`config.mk`:
```
export PLATFORM = sky130hd
export DESIGN_NAME = fetch_unit_flat
export DESIGN_NICKNAME = d
export VERILOG_FILES = /design/src/rtl/fetch_unit_if.sv /design/src/rtl/fetch_unit.sv /design/src/flat_wrapper.sv
export SDC_FILE = /design/constraint.sdc
export NUM_CORES = 1
export LEC_CHECK = 0
export CORE_MARGIN = 8
export CORE_UTILIZATION = 55
export CTS_CLUSTER_DIAMETER = 200
export DETAILED_ROUTE_END_ITERATION = 6
export PLACE_DENSITY = 0.81
export SLEW_MARGIN = 20
export SYNTH_ARGS = -nofsm -noshare
export SYNTH_HDL_FRONTEND = slang
export SYNTH_SLANG_ARGS = --single-unit
```
`constraint.sdc`:
```
create_clock -name i_clk -period 16.8 [get_ports i_clk]
set_input_delay 3.36 -clock i_clk [delete_from_list [all_inputs] [get_ports i_clk]]
set_output_delay 3.36 -clock i_clk [all_outputs]
set_load 0.01 [all_outputs]
```
`src/rtl/fetch_unit_if.sv`:
```
// Fetch-unit port bundle: instruction-memory request/response, redirect and decode handshake.
// The fetch unit uses the master modport; memory/decode/testbench use the slave modport.
interface fetch_unit_if #(
  parameter int unsigned XLEN  = 32,
  parameter int unsigned DEPTH = 4
);
  localparam int unsigned CW = $clog2(DEPTH) + 1;

  logic            o_imem_req_vld;
  logic [XLEN-1:0] o_imem_addr;
  logic            i_imem_req_rdy;
  logic            i_imem_rsp_vld;
  logic [31:0]     i_imem_rsp_data;
  logic            i_redirect;
  logic [XLEN-1:0] i_redirect_pc;
  logic            o_instr_vld;
  logic [31:0]     o_instr;
  logic [XLEN-1:0] o_instr_pc;
  logic [XLEN-1:0] o_pc_four;
  logic            i_instr_rdy;
  logic [XLEN-1:0] o_pc_debug;
  logic [CW-1:0]   o_count;

  modport master (
    output o_imem_req_vld, o_imem_addr, o_instr_vld, o_instr, o_instr_pc, o_pc_four,
           o_pc_debug, o_count,
    input  i_imem_req_rdy, i_imem_rsp_vld, i_imem_rsp_data, i_redirect, i_redirect_pc,
           i_instr_rdy
  );

  modport slave (
    input  o_imem_req_vld, o_imem_addr, o_instr_vld, o_instr, o_instr_pc, o_pc_four,
           o_pc_debug, o_count,
    output i_imem_req_rdy, i_imem_rsp_vld, i_imem_rsp_data, i_redirect, i_redirect_pc,
           i_instr_rdy
  );
endinterface

```
`src/rtl/fetch_unit.sv`:
```
// Instruction-fetch front end: owns the fetch PC, issues in-order memory requests under a
// credit limit, queues returned instructions for decode and flushes on redirect.
module fetch_unit #(
  parameter int unsigned     XLEN         = 32,
  parameter int unsigned     DEPTH        = 4,
  parameter logic [XLEN-1:0] RESET_VECTOR = '0
) (
  input logic         i_clk,
  input logic         i_reset,
  fetch_unit_if.master bus
);
  localparam int unsigned PW = $clog2(DEPTH);
  localparam int unsigned CW = PW + 1;
  localparam int unsigned SW = CW + 1;

  logic [XLEN-1:0] pc_q, pc_d;
  logic [XLEN-1:0] rsp_pc_q, rsp_pc_d;
  logic [PW-1:0]   head_q, head_d;
  logic [PW-1:0]   tail_q, tail_d;
  logic [CW-1:0]   count_q, count_d;
  logic [CW-1:0]   inflight_q, inflight_d;
  logic [CW-1:0]   drop_q, drop_d;
  logic [31:0]     instr_q [DEPTH];
  logic [XLEN-1:0] ipc_q   [DEPTH];

  logic            req_vld;
  logic            req_fire;
  logic            rsp_ok;
  logic            push;
  logic            pop;
  logic            head_vld;
  logic [SW-1:0]   credit_used;
  logic [XLEN-1:0] redirect_pc_aligned;
  logic            unused_pc_bits;

  assign unused_pc_bits      = ^bus.i_redirect_pc[1:0];
  assign redirect_pc_aligned = {bus.i_redirect_pc[XLEN-1:2], 2'b00};

  // Queued entries plus outstanding requests may never exceed the queue size.
  assign credit_used = {1'b0, count_q} + {1'b0, inflight_q};
  assign req_vld     = !i_reset && !bus.i_redirect && (credit_used < SW'(DEPTH));
  assign req_fire    = req_vld && bus.i_imem_req_rdy;
  assign rsp_ok      = bus.i_imem_rsp_vld && (inflight_q != '0);
  assign head_vld    = (count_q != '0);
  assign pop         = head_vld && bus.i_instr_rdy;

  always_comb begin
    pc_d       = pc_q;
    rsp_pc_d   = rsp_pc_q;
    head_d     = head_q;
    tail_d     = tail_q;
    count_d    = count_q;
    inflight_d = inflight_q;
    drop_d     = drop_q;
    push       = 1'b0;

    if (bus.i_redirect) begin
      // Every response still owed belongs to the old stream; the one arriving now is lost too.
      pc_d       = redirect_pc_aligned;
      rsp_pc_d   = redirect_pc_aligned;
      head_d     = '0;
      tail_d     = '0;
      count_d    = '0;
      inflight_d = inflight_q - CW'(rsp_ok);
      drop_d     = inflight_q - CW'(rsp_ok);
    end else begin
      if (req_fire) begin
        pc_d = pc_q + XLEN'(4);
      end
      inflight_d = inflight_q + CW'(req_fire) - CW'(rsp_ok);
      if (rsp_ok) begin
        if (drop_q != '0) begin
          drop_d = drop_q - CW'(1);
        end else begin
          push = 1'b1;
        end
      end
      // Responses are in order, so the next kept response's PC simply advances by 4.
      if (push) begin
        tail_d   = tail_q + PW'(1);
        rsp_pc_d = rsp_pc_q + XLEN'(4);
      end
      if (pop) begin
        head_d = head_q + PW'(1);
      end
      count_d = count_q + CW'(push) - CW'(pop);
    end
  end

  always_ff @(posedge i_clk or posedge i_reset) begin
    if (i_reset) begin
      pc_q       <= RESET_VECTOR;
      rsp_pc_q   <= RESET_VECTOR;
      head_q     <= '0;
      tail_q     <= '0;
      count_q    <= '0;
      inflight_q <= '0;
      drop_q     <= '0;
      for (int unsigned i = 0; i < DEPTH; i++) begin
        instr_q[i] <= '0;
        ipc_q[i]   <= '0;
      end
    end else begin
      pc_q       <= pc_d;
      rsp_pc_q   <= rsp_pc_d;
      head_q     <= head_d;
      tail_q     <= tail_d;
      count_q    <= count_d;
      inflight_q <= inflight_d;
      drop_q     <= drop_d;
      if (push) begin
        instr_q[tail_q] <= bus.i_imem_rsp_data;
        ipc_q[tail_q]   <= rsp_pc_q;
      end
    end
  end

  assign bus.o_imem_req_vld = req_vld;
  assign bus.o_imem_addr    = pc_q;
  assign bus.o_instr_vld    = head_vld;
  assign bus.o_instr        = head_vld ? instr_q[head_q] : '0;
  assign bus.o_instr_pc     = head_vld ? ipc_q[head_q] : '0;
  assign bus.o_pc_four      = head_vld ? ipc_q[head_q] + XLEN'(4) : '0;
  assign bus.o_pc_debug     = pc_q;
  assign bus.o_count        = count_q;

  rsp_without_request_a : assert property (
    @(posedge i_clk) disable iff (i_reset) !(bus.i_imem_rsp_vld && (inflight_q == '0))
  );
endmodule

```
`src/flat_wrapper.sv`:
```
// flat-port wrapper written by rule: the top's interface ports become plain ports
module fetch_unit_flat 
#(
  parameter int unsigned     XLEN         = 32,
  parameter int unsigned     DEPTH        = 4,
  parameter logic [XLEN-1:0] RESET_VECTOR = '0
)
  (i_clk, i_reset, bus_o_imem_req_vld, bus_o_imem_addr, bus_o_instr_vld, bus_o_instr, bus_o_instr_pc, bus_o_pc_four, bus_o_pc_debug, bus_o_count, bus_i_imem_req_rdy, bus_i_imem_rsp_vld, bus_i_imem_rsp_data, bus_i_redirect, bus_i_redirect_pc, bus_i_instr_rdy);
  fetch_unit_if #(.XLEN(XLEN), .DEPTH(DEPTH)) bus_i ();
  input logic i_clk;
  input logic i_reset;
  output wire logic [$bits(bus_i.o_imem_req_vld)-1:0] bus_o_imem_req_vld;
  output wire logic [$bits(bus_i.o_imem_addr)-1:0] bus_o_imem_addr;
  output wire logic [$bits(bus_i.o_instr_vld)-1:0] bus_o_instr_vld;
  output wire logic [$bits(bus_i.o_instr)-1:0] bus_o_instr;
  output wire logic [$bits(bus_i.o_instr_pc)-1:0] bus_o_instr_pc;
  output wire logic [$bits(bus_i.o_pc_four)-1:0] bus_o_pc_four;
  output wire logic [$bits(bus_i.o_pc_debug)-1:0] bus_o_pc_debug;
  output wire logic [$bits(bus_i.o_count)-1:0] bus_o_count;
  input wire logic [$bits(bus_i.i_imem_req_rdy)-1:0] bus_i_imem_req_rdy;
  input wire logic [$bits(bus_i.i_imem_rsp_vld)-1:0] bus_i_imem_rsp_vld;
  input wire logic [$bits(bus_i.i_imem_rsp_data)-1:0] bus_i_imem_rsp_data;
  input wire logic [$bits(bus_i.i_redirect)-1:0] bus_i_redirect;
  input wire logic [$bits(bus_i.i_redirect_pc)-1:0] bus_i_redirect_pc;
  input wire logic [$bits(bus_i.i_instr_rdy)-1:0] bus_i_instr_rdy;
  assign bus_o_imem_req_vld = bus_i.o_imem_req_vld;
  assign bus_o_imem_addr = bus_i.o_imem_addr;
  assign bus_o_instr_vld = bus_i.o_instr_vld;
  assign bus_o_instr = bus_i.o_instr;
  assign bus_o_instr_pc = bus_i.o_instr_pc;
  assign bus_o_pc_four = bus_i.o_pc_four;
  assign bus_o_pc_debug = bus_i.o_pc_debug;
  assign bus_o_count = bus_i.o_count;
  assign bus_i.i_imem_req_rdy = bus_i_imem_req_rdy;
  assign bus_i.i_imem_rsp_vld = bus_i_imem_rsp_vld;
  assign bus_i.i_imem_rsp_data = bus_i_imem_rsp_data;
  assign bus_i.i_redirect = bus_i_redirect;
  assign bus_i.i_redirect_pc = bus_i_redirect_pc;
  assign bus_i.i_instr_rdy = bus_i_instr_rdy;
  fetch_unit #(.XLEN(XLEN), .DEPTH(DEPTH), .RESET_VECTOR(RESET_VECTOR)) u_core (.i_clk(i_clk), .i_reset(i_reset), .bus(bus_i));
endmodule
```
==> Word level (Yosys, flattened, before mapping) <==
Index checks and enable logic that the tools add are counted.
{ "word_totals": {"register_bits": 333, "inputBits": 70, "output_inout_bits": 165} }
{ "classes": {"n_addsub": 12, "n_lt_le_gt_ge": 4, "mux": 30, "bitwise": 2, "reduce_logical": 17} }
{ "ops": {"columns": ["op", "count"], "rows": [
  ["32-bit two-way mux", 12],
  ["128-bit bitwise mux", 2],
  ["32-bit binary-select mux with 2-bit select", 2],
  ["32-bit by 3-bit adder with 32-bit output (second input constant)", 3],
  ["32-bit demux with 2-bit select", 1],
  ["3-bit two-way mux", 5],
  ["2-bit nonzero test", 5],
  ["3-bit nonzero test", 3],
  ["3-bit by 1-bit subtractor with 3-bit output", 3],
  ["2-bit two-way mux", 4],
  ["3-bit by 1-bit adder with 3-bit output", 2],
  ["3-bit greater-or-equal comparator (second input constant)", 2],
  ["1-bit logical AND", 6],
  ["2-bit NOT with 3-bit output", 2],
  ["2-bit by 1-bit adder with 2-bit output (second input constant)", 2],
  ["3-bit by 3-bit adder with 4-bit output", 1],
  ["4-bit by 3-bit less-than comparator with 1-bit output (second input constant)", 1],
  ["1-bit two-way mux", 4],
  ["3-bit by 1-bit less-than comparator with 1-bit output (second input constant)", 1],
  ["3-bit by 1-bit subtractor with 3-bit output (second input constant)", 1],
  ["1-bit zero test", 2],
  ["2-bit AND reduction", 1]
]} }

==> Longest topological paths before layout <==
{ "logic_depth": {"ltp_word": 7, "mapped_depth": 10, "ltp_nobuf": 10} }

==> Worst setup path before layout <==
No wires, ideal clock.
{ "synth_timing": {"path_kind": "in2out", "start": "in i_reset", "end": "out bus_o_imem_req_vld", "arrival_time_ns": 4.190, "path_slack_ns": 9.250, "cell_stages": 2, "n_path_buf": 0, "cell_sequence": "or4_4 nor3_1"} }
{ "synth_via": {"elab_chain_len": 3} }
{ "synth_lines": {"columns": ["item", "line", "source"], "rows": [
  ["start: declaration", "flat_wrapper.sv:11", "input logic i_reset;"],
  ["1-bit zero test", "fetch_unit.sv:41", "assign req_vld = !i_reset && !bus.i_redirect && (credit_used < SW'(DEPTH));"],
  ["1-bit logical AND (2 in a row)", "fetch_unit.sv:41", null],
  ["end: declaration", "flat_wrapper.sv:12", "output wire logic [$bits(bus_i.o_imem_req_vld)-1:0] bus_o_imem_req_vld;"]
]} }
No other way between the ends.

==> Worst setup path after layout <==
Same ends and word-level chain as after synthesis.

==> run summary <==
Status: complete, no violations
Worst-margin pin slew: 1030 ps
Period utilisation layout: 0.512
Critical path data required time: 13,440 ps
Antenna cells: 0
PostCTS Resize Cnt: 0
Antenna viol nets, final: 0
Final wirelength: 38,700 µm
Fin. max-slew vios: 0
Initial Util: 0.560
Seq/Total Area, Yosys: 0.500
Pwr dens: 155 nW/µm²
Nets: 1,520
Worst endpoint data arrival time: 5240 ps
Top FF cell, synth: dfrtp_1
Synth area leaders: dfrtp_1, mux2_2, mux4_2, xor2_1, and2_1
Port bufs: 224
Wire per inst: 21.1 µm
Commonest non-fill, non-tap cell in the layout: dfrtp_1
Mapped cell area: 16,100 µm²
Core area: 28,700 µm²
Hold wc startpoint: u_core.ipc_q[116]
CTS max path bufs: 3
Hold_ws: 499 ps
Clk sink count: 321
Post-Synthesis Cells: 1,266
Share of cells above drive strength 1: 0.275
Skew final: 16.4 ps
Most frequent cells in the layout: dfrtp_1, mux2_2, clkdlybuf4s50_1, nand2_1, and2_1
Non-filler cells in the finished layout: 1,838
Crit path launch type: input port
Critical Path Sink Type: primary output
RSZ-0062 raised after global routing: false
VDD IR max: 0.0913 mV
Residual DRC: 0
Total of max-cap violations: 0
Inst Count DP: 1,778
Initial drt markers: 650
Yosys top cell area share: 0.500
Yosys top cell by area: dfrtp_1
Largest net degree at the start of global routing: 182
Global-route wire length before repair: 63,500 µm
Setup crit start: i_reset
Final hold violations: 0
Setup Fix Bufs, Post-CTS: 0
Number of global-route vias before repair: 11,300
Worst flop-to-flop path startpoint: u_core.bus.o_count[1]
CTS tree: done
Clock transition at path regs: 60 ps
Yosys Warn Count: 0
Num CTS Buffers: 35
Post-CTS Hold Buffers: 0
Yosys cell types: 48
Num rows: 62
Worst Path Max Fanout: 2
Clock root buffer: clkbuf_16
P_leak: 8.48 nW
Worst Hold Class: flop to flop
Vias: 10,700
# IOs: 235
Die Wd: 187 µm
Final HPWL DP: 25,500 µm
Initial antenna violation count: 0
Gpl congestion: 0.858
Post-Route Setup TNS: 0 ps
Syn-to-layout area delta: 21.2%
Final setup viols: 0
Average size of a mapped cell: 12.7 µm²
# H-tree levels: 2
Number of synthesized flops with an enable pin: 0
Tot GR Track Use: 0.223
Die ar.: 34,900 µm²
Iteration count of the initial detailed-routing pass: 5
Total chip power: 0.00301 W
Slew HR: 0.314
Max frequency: 0.116 GHz
Crit path time final: 8600 ps
Kind of critical path: input port to primary output
FF+latch count, synth: 321
Via density: 5.82
GRT Residual Overflow: 0
Skew-Pair Late Insertion Delay: 510 ps
Async set or reset register ratio after synthesis: 1.00
Die Height: 187 µm
[logic make-up (layout without fill, tap and decap cells)]
logic type / Yosys count / count (layout) / synth area share
AO/OA/AOI/OAI: 79 / 79 / 0.0315
XOR/XNOR: 71 / 71 / 0.0387
adder cells (fa/ha/maj): 19 / 19 / 0.0157
buffers and inverters: 136 / 317 / 0.0431
flip-flops: 321 / 321 / 0.500
multiplexers: 318 / 318 / 0.266
other: 1 / 8 / 0.000233
AND/OR/NAND/NOR: 321 / 321 / 0.105
[final timing paths]
kind,end,slack [ps],cells after the start
max,bus_o_imem_req_vld,8200,4
min,u_core.ipc_q[116],500,1
max reg2reg,u_core.bus.o_count[2],13680,11
min reg2reg,u_core.ipc_q[116],500,1
max in group asynchronous,u_core.instr_q[78],11780,3
min in group asynchronous,u_core.inflight_q[2],3510,2
[worst max-delay path, cell delays in order]
cell and delay (ps):
clkdlybuf4s50_1 510, or4_4 520, nor3_1 250, clkdlybuf4s50_1 610
[cell type report]
class / count / area, µm²
clock buffers: 54 / 1080
clock inverters: 6 / 82.6
fillers: 2098 / 9220
inverters: 23 / 93.8
multi-input cells: 816 / 7380
flip-flops and latches: 321 / 8040
well taps: 384 / 480
repair buffers: 234 / 2330
[through the flow]
stage	instance area, µm²	setup WS, ps	util
2_1_floorplan	16100	4560	-
3_3_place_gp	18300	8200	0.638
3_5_place_dp	18300	8190	0.638
4_1_cts	19500	8190	0.679
5_1_grt	19500	8170	0.679
6_report	19500	8200	0.679
[registers in the layout, indices dropped and copies added, names as in the netlist]
name and flops:
u_core.head_q 2, u_core.bus.o_imem_addr 30, u_core.ipc_q 120, u_core.inflight_q 3
u_core.bus.o_count 3, u_core.rsp_pc_q 30, u_core.instr_q 128, u_core.tail_q 2
u_core.drop_q 3
[synthesized netlist by cell type, types with 2 or more instances]
cell and n:
buf_6 2, a21oi_1 11, nand2_1 68, xnor2_1 22
nor2_1 61, mux4_2 62, o211ai_2 2, a31oi_1 3
xor2_1 49, and3_1 24, nor4_1 4, fa_1 2
mux2_2 254, nand3_1 47, nor4_4 2, buf_2 12
buf_1 5, clkbuf_1 53, dfrtp_1 321, nand4_1 23
inv_1 22, o311ai_0 5, and4_1 6, mux2i_1 2
o21ai_0 36, or4_4 2, and2_1 67, buf_4 40
nor3_1 9, o311ai_1 3, o211ai_1 14, ha_1 17
[routing by layer]
layer / vias up / part of all wire / track usage
met3: 67 / 0.056 / 0.0425
met4: 0 / 0.030 / 0.0757
li1: 4800 / - / -
met1: 5505 / 0.41 / 0.283
met2: 318 / 0.50 / 0.379
met5: - / 0 / 0
[power by group]
part | switching, W | internal [W] | total (W)
clock network | 0.000296 | 0.000471 | 0.000767
registers | 0.000130 | 0.000949 | 0.00108
logic | 0.000521 | 0.000643 | 0.00116
Note: power is estimated with default switching activity, not from simulation.
